File: config.mk
export PLATFORM = sky130hd
export DESIGN_NAME = vector_uncons_tx
export DESIGN_NICKNAME = d
export VERILOG_FILES = /design/src/rtl/vector_uncons_tx.sv
export SDC_FILE = /design/constraint.sdc
export NUM_CORES = 1
export LEC_CHECK = 0
export BUFFER_PORTS_ARGS = -buffer_cell sky130_fd_sc_hd__buf_2
export CAP_MARGIN = 20
export CORE_AREA = 2 2 124 126
export DETAILED_ROUTE_END_ITERATION = 7
export DIE_AREA = 0 0 126 128
export PLACE_DENSITY = 0.65
export SETUP_SLACK_MARGIN = 0.4
export SLEW_MARGIN = 15
export SYNTH_ARGS = -nofsm -noshare
export SYNTH_HDL_FRONTEND = slang
export SYNTH_SLANG_ARGS = --single-unit
export TNS_END_PERCENT = 50
File: constraint.sdc
create_clock -name clk -period 6.35 [get_ports clk]
set_input_delay 1.27 -clock clk [delete_from_list [all_inputs] [get_ports clk]]
set_output_delay 1.27 -clock clk [all_outputs]
set_load 0.005 [all_outputs]
File: src/rtl/vector_uncons_tx.sv
// Unconses a packed 16-byte vector onto a byte-wide valid/ready stream, head byte first.
// Optional one-entry skid for zero-bubble back-to-back vectors: define VECTOR_UNCONS_SKID_EN.
module vector_uncons_tx #(
  parameter int unsigned W_BYTES = 16
) (
  input  logic        clk,
  input  logic        rst,
  input  logic        i_in_valid,
  output logic        o_in_ready,
  input  logic [63:0] i_in_hi,
  input  logic [63:0] i_in_lo,
  input  logic [4:0]  i_in_len,
  output logic        o_out_valid,
  input  logic        i_out_ready,
  output logic [7:0]  o_out_byte,
  output logic        o_out_last
);

  localparam int unsigned VecW   = W_BYTES * 8;
  localparam logic [4:0]  MaxLen = 5'(W_BYTES);

  typedef enum logic [0:0] {StIdle, StDrain} state_e;

  state_e            r_state, w_state_d;
  logic [VecW-1:0]   r_shift, w_shift_d;
  logic [4:0]        r_cnt, w_cnt_d;

  logic [4:0]        w_in_len_clamped;
  logic              w_in_fire;
  logic              w_out_fire;
  logic              w_last_fire;

  assign w_in_len_clamped = (i_in_len > MaxLen) ? MaxLen : i_in_len;

`ifdef VECTOR_UNCONS_SKID_EN
  logic [VecW-1:0]   r_skid_data, w_skid_data_d;
  logic [4:0]        r_skid_len, w_skid_len_d;
  logic              r_skid_full, w_skid_full_d;

  assign o_in_ready = (r_state == StIdle) || !r_skid_full;
`else
  assign o_in_ready = (r_state == StIdle);
`endif

  assign w_in_fire   = i_in_valid && o_in_ready;
  assign w_out_fire  = o_out_valid && i_out_ready;
  assign w_last_fire = w_out_fire && (r_cnt == 5'd1);

  // Outputs come only from registered state; the byte is forced to zero outside DRAIN.
  assign o_out_valid = (r_state == StDrain);
  assign o_out_byte  = (r_state == StDrain) ? r_shift[VecW-1 -: 8] : 8'h00;
  assign o_out_last  = (r_state == StDrain) && (r_cnt == 5'd1);

  always_comb begin
    w_state_d = r_state;
    w_shift_d = r_shift;
    w_cnt_d   = r_cnt;
`ifdef VECTOR_UNCONS_SKID_EN
    w_skid_data_d = r_skid_data;
    w_skid_len_d  = r_skid_len;
    w_skid_full_d = r_skid_full;
`endif
    case (r_state)
      StIdle: begin
        if (w_in_fire) begin
          w_shift_d = {i_in_hi, i_in_lo};
          w_cnt_d   = w_in_len_clamped;
          if (w_in_len_clamped != 5'd0) begin
            w_state_d = StDrain;
          end
        end
      end
      StDrain: begin
        if (w_out_fire) begin
          w_shift_d = r_shift << 8;
          w_cnt_d   = r_cnt - 5'd1;
        end
        if (w_last_fire) begin
`ifdef VECTOR_UNCONS_SKID_EN
          // Parked vector wins; a vector accepted this very cycle bypasses the skid.
          if (r_skid_full) begin
            w_shift_d     = r_skid_data;
            w_cnt_d       = r_skid_len;
            w_skid_full_d = 1'b0;
            if (r_skid_len == 5'd0) begin
              w_state_d = StIdle;
            end
          end else if (w_in_fire) begin
            w_shift_d = {i_in_hi, i_in_lo};
            w_cnt_d   = w_in_len_clamped;
            if (w_in_len_clamped == 5'd0) begin
              w_state_d = StIdle;
            end
          end else begin
            w_state_d = StIdle;
          end
`else
          w_state_d = StIdle;
`endif
        end
`ifdef VECTOR_UNCONS_SKID_EN
        else if (w_in_fire) begin
          w_skid_data_d = {i_in_hi, i_in_lo};
          w_skid_len_d  = w_in_len_clamped;
          w_skid_full_d = 1'b1;
        end
`endif
      end
      default: begin
        w_state_d = StIdle;
      end
    endcase
  end

  always_ff @(posedge clk or posedge rst) begin
    if (rst) begin
      r_state <= StIdle;
      r_shift <= '0;
      r_cnt   <= 5'd0;
    end else begin
      r_state <= w_state_d;
      r_shift <= w_shift_d;
      r_cnt   <= w_cnt_d;
    end
  end

`ifdef VECTOR_UNCONS_SKID_EN
  always_ff @(posedge clk or posedge rst) begin
    if (rst) begin
      r_skid_data <= '0;
      r_skid_len  <= 5'd0;
      r_skid_full <= 1'b0;
    end else begin
      r_skid_data <= w_skid_data_d;
      r_skid_len  <= w_skid_len_d;
      r_skid_full <= w_skid_full_d;
    end
  end
`endif

endmodule

==> results_dict.tcl <==
set metrics [dict create \
    outcome "finished clean" \
    critPathRequiredTime_ns 5.08 \
    min_period_over_period_pct 56.5 \
    number_of_buffer_and_inverter_stages_on_the_critical_path 2 \
    maximum_number_of_pins_on_one_net_before_global_route_repair 143 \
    die_height_microns 128 \
    syn_inst 593 \
    post-cts-setup-buffers 0 \
    setup.worst_path.class "reg2out" \
    slew_headroom_pct 38.2 \
    combinational_family_with_the_most_area_after_synthesis "multiplexers" \
    cts_hold_repair.buffers 0 \
    power-per-cell-area_nw_per_um2 434 \
    dr_wl_met3_microns 687 \
    floorplan.rows 45 \
    total_switching_power_mw 1.07 \
    die_x_microns 126 \
    worst_setup_path_start_kind "flip-flop" \
    io_buffer_count 147 \
    post_cts.resized_instances 0 \
    cts.reportedPaths.clkPinSlew_ns 0.06 \
    intPower_mw 2.23 \
    synth_nets 732 \
    fin_crit_ns 3.59 \
    nets_final 858 \
    timing.final.setup_violations 0 \
    critical_path_arrival_ns 2.32 \
    yosysSeqAreaShare_pct 53.3 \
    worst_hold_path_type "reg2reg" \
    drive_above_1_share_pct 25.5 \
    total_power_mw 3.31 \
    switching_share_pct 32.5 \
    grt-ovfl-total 0 \
    top_metal_layer_carrying_routed_signals "met4" \
    reg2regPathDepth 4 \
    cts.path.max_buffers 2 \
    drtAntennaViolNets 0 \
    critical_path.top_delay_family "buffers and inverters" \
    clock_tree_from_tritoncts "built" \
    antenna_found_initial 1 \
    dp_hpwl_microns 9290 \
    finalHoldViolations 0 \
    grt_pass1_vias 4619 \
    totalNegativeSetupSlack_ns 0 \
    yosys.area_share.xor_xnor_pct 0.278 \
    skew_pair_late_insertion_delay_ns 0.42 \
    met1_length_microns 6040 \
    synthToLayoutAreaGrowth_pct 21.1 \
    post_layout_instance_count_excluding_filler_cells 922 \
    combinationalPowerShare_pct 28.8 \
    rsz0062_at_grt "false" \
    routed_via_density 4.99 \
    drv.max_cap_violation_count 0 \
    worstPathCellList "buf_4 -> and2_1 -> buf_2" \
    worst_pin_slew_ns 0.927 \
    gpl.final_weighted_congestion 0.739 \
    fmax_mhz 279 \
    met2_length_microns 6710 \
    power.clock.fraction_pct 29.9 \
    clock-skew-final_ns 0.00544 \
    hold_start "r_shift[122]" \
    number_of_buffers_inserted_during_clock_tree_synthesis 17 \
    synth_mux_area_share_pct 19.5 \
    drt_iter0_markers 264 \
    synth_area_per_cell_sq_um 10.6 \
    design.core.area_sq_um 14900 \
    placedCellCount 888 \
    fin_util_pct 51.2 \
    ff2ff_setup_slack_ns 3.29 \
    routed_wl_microns 13700 \
    routed_wire_length_per_instance_microns 14.9 \
    max-vdd-ir-drop_mv 0.271 \
    pwr-share-seq_pct 41.3 \
    design.die.area_sq_um 16100 \
    path_max_fanout 56 \
    r2r_start "o_out_valid" \
    cts_root_buf "sky130_fd_sc_hd__clkbuf_16" \
    clock_sinks 134 \
    grt_usage_pct 17.7 \
    synth.distinct_cells 29 \
    netlist_area_pre_place_sq_um 6290 \
    synth_compound_gate_area_share_pct 12.2 \
    critPathSlowestCell "sky130_fd_sc_hd__buf_4" \
    hold_path_depth 2 \
    slew_violations 0 \
    simple_gate_share_of_the_synthesized_area_pct 9.33 \
    start_util_pct 42.3 \
    power_leakage_nw 4.17 \
    min_to "r_shift[122]" \
    drc_errors 0 \
    worst_path_max_stage_delay_ns 0.80 \
    synth_adder_area_share_pct 0.398 \
    setup.worst_path.end_class "output pin" \
    grt_pass1_wl_microns 22300 \
    yosysWarnings 0 \
    h_tree_levels 4 \
    pin_count 148 \
    route.vias.total 4604 \
    synth.ff_latch_count 134 \
    crit-reg2reg-capture "r_shift[46]" \
    drt-pass1-iter-count 4 \
]
worst min-delay path, cell delays in order (launching register included):
cell                      delay [ns]
sky130_fd_sc_hd__dfrtp_1        0.34
sky130_fd_sc_hd__nand2_1        0.04
sky130_fd_sc_hd__o21ai_0        0.06
synth_stat cells:
| library cell | number | area, sq um |
|---|---|---|
| sky130_fd_sc_hd__dfrtp_1 | 134 | 3350 |
| sky130_fd_sc_hd__nand2_1 | 123 | 462 |
| sky130_fd_sc_hd__mux2i_1 | 120 | 1200 |
| sky130_fd_sc_hd__o21ai_0 | 84 | 420 |
| sky130_fd_sc_hd__o21ai_1 | 37 | 185 |
| sky130_fd_sc_hd__buf_2 | 15 | 75.1 |
| sky130_fd_sc_hd__buf_6 | 13 | 146 |
| sky130_fd_sc_hd__clkbuf_1 | 12 | 45.0 |
| sky130_fd_sc_hd__and2_1 | 9 | 56.3 |
| sky130_fd_sc_hd__a22o_1 | 8 | 70.1 |
| sky130_fd_sc_hd__a21oi_1 | 5 | 25.0 |
| sky130_fd_sc_hd__inv_1 | 5 | 18.8 |
| sky130_fd_sc_hd__nor2b_1 | 5 | 31.3 |
| sky130_fd_sc_hd__a311oi_1 | 3 | 26.3 |
| sky130_fd_sc_hd__buf_4 | 3 | 22.5 |
| sky130_fd_sc_hd__clkbuf_2 | 2 | 10.0 |
| sky130_fd_sc_hd__ha_1 | 2 | 25.0 |
| sky130_fd_sc_hd__nor4b_1 | 2 | 17.5 |
| sky130_fd_sc_hd__a211oi_1 | 1 | 7.51 |
| sky130_fd_sc_hd__a21o_1 | 1 | 7.51 |
| sky130_fd_sc_hd__a31oi_1 | 1 | 6.26 |
| sky130_fd_sc_hd__a32o_1 | 1 | 10.0 |
| sky130_fd_sc_hd__mux2i_4 | 1 | 22.5 |
| sky130_fd_sc_hd__nand2b_1 | 1 | 6.26 |
| sky130_fd_sc_hd__nor4_1 | 1 | 6.26 |
| sky130_fd_sc_hd__o31ai_1 | 1 | 7.51 |
| sky130_fd_sc_hd__or4_1 | 1 | 7.51 |
| sky130_fd_sc_hd__xnor2_1 | 1 | 8.76 |
| sky130_fd_sc_hd__xor2_1 | 1 | 8.76 |
per-stage QoR:
step | worst slack (ns) | hold WS [ns] | instance area, sq um
floorplan | 1.50 | 0.442 | 6290
global placement | 3.21 | 0.456 | 7010
detailed placement | 3.07 | 0.465 | 7010
CTS | 2.74 | 0.478 | 7610
global route | 2.62 | 0.494 | 7610
finish | 2.76 | 0.475 | 7610
state kept, by name, indices dropped and copies added, names as in the netlist:
signal and cells:
r_cnt 5, o_out_valid 1, r_shift 128
power by group through the flow:
stage | logic (mW) | registers, mW | clock network (mW)
floorplan | 0.829 | 1.29 | 0
global placement | 0.931 | 1.37 | 0
detailed placement | 0.970 | 1.38 | 0
CTS | 0.971 | 1.37 | 1.01
global route | 1.09 | 1.40 | 1.05
finish | 0.953 | 1.36 | 0.989
metal layers:
metal,vias up,GRT usage (%)
li1,2308,-
met1,2169,22.0
met4,0,7.56
met3,18,4.67
met2,109,29.2
met5,-,0
final cells by class:
| class | count | area (sq um) |
|---|---|---|
| antenna | 2 | 5.00 |
| fill | 1371 | 7250 |
| clock inverter | 14 | 159 |
| inverter | 5 | 23.8 |
| sequential | 134 | 3360 |
| timing repair buffer | 152 | 777 |
| clock buffer | 18 | 439 |
| tap | 188 | 235 |
| multi-input combinational | 409 | 2620 |
cells by family after synthesis:
| logic type | Yosys count |
|---|---|
| mux | 121 |
| fa+ha+maj | 2 |
| simple gates | 142 |
| buf+inv | 50 |
| compound gates | 142 |
| xor+xnor | 2 |
| flops | 134 |
placed cells by master, fill, tap and decap left out, types with 4 or more instances in the layout:
cell,count
sky130_fd_sc_hd__o21ai_1,37
sky130_fd_sc_hd__clkinv_2,6
sky130_fd_sc_hd__o21ai_0,84
sky130_fd_sc_hd__mux2i_1,120
sky130_fd_sc_hd__a21oi_1,5
sky130_fd_sc_hd__clkinvlp_4,4
sky130_fd_sc_hd__inv_1,4
sky130_fd_sc_hd__and2_1,9
sky130_fd_sc_hd__dfrtp_1,133
sky130_fd_sc_hd__buf_4,4
sky130_fd_sc_hd__buf_2,147
sky130_fd_sc_hd__nand2_1,123
sky130_fd_sc_hd__clkbuf_16,17
sky130_fd_sc_hd__nor2b_1,5
sky130_fd_sc_hd__a22o_1,8
worst max path at each step:
stage | slack, ns | start | endpoint | cells past startpoint
finish | 2.76 | o_out_valid | o_out_byte[7] | 3
global route | 2.62 | o_out_valid | o_in_ready | 3
CTS | 2.74 | o_out_valid | o_out_byte[7] | 3
detailed placement | 3.07 | o_out_valid | r_shift[123] | 4
global placement | 3.21 | o_out_valid | o_out_byte[7] | 3
floorplan | 1.50 | rst | o_out_valid | 1
Note: power is estimated with default switching activity, not from simulation.
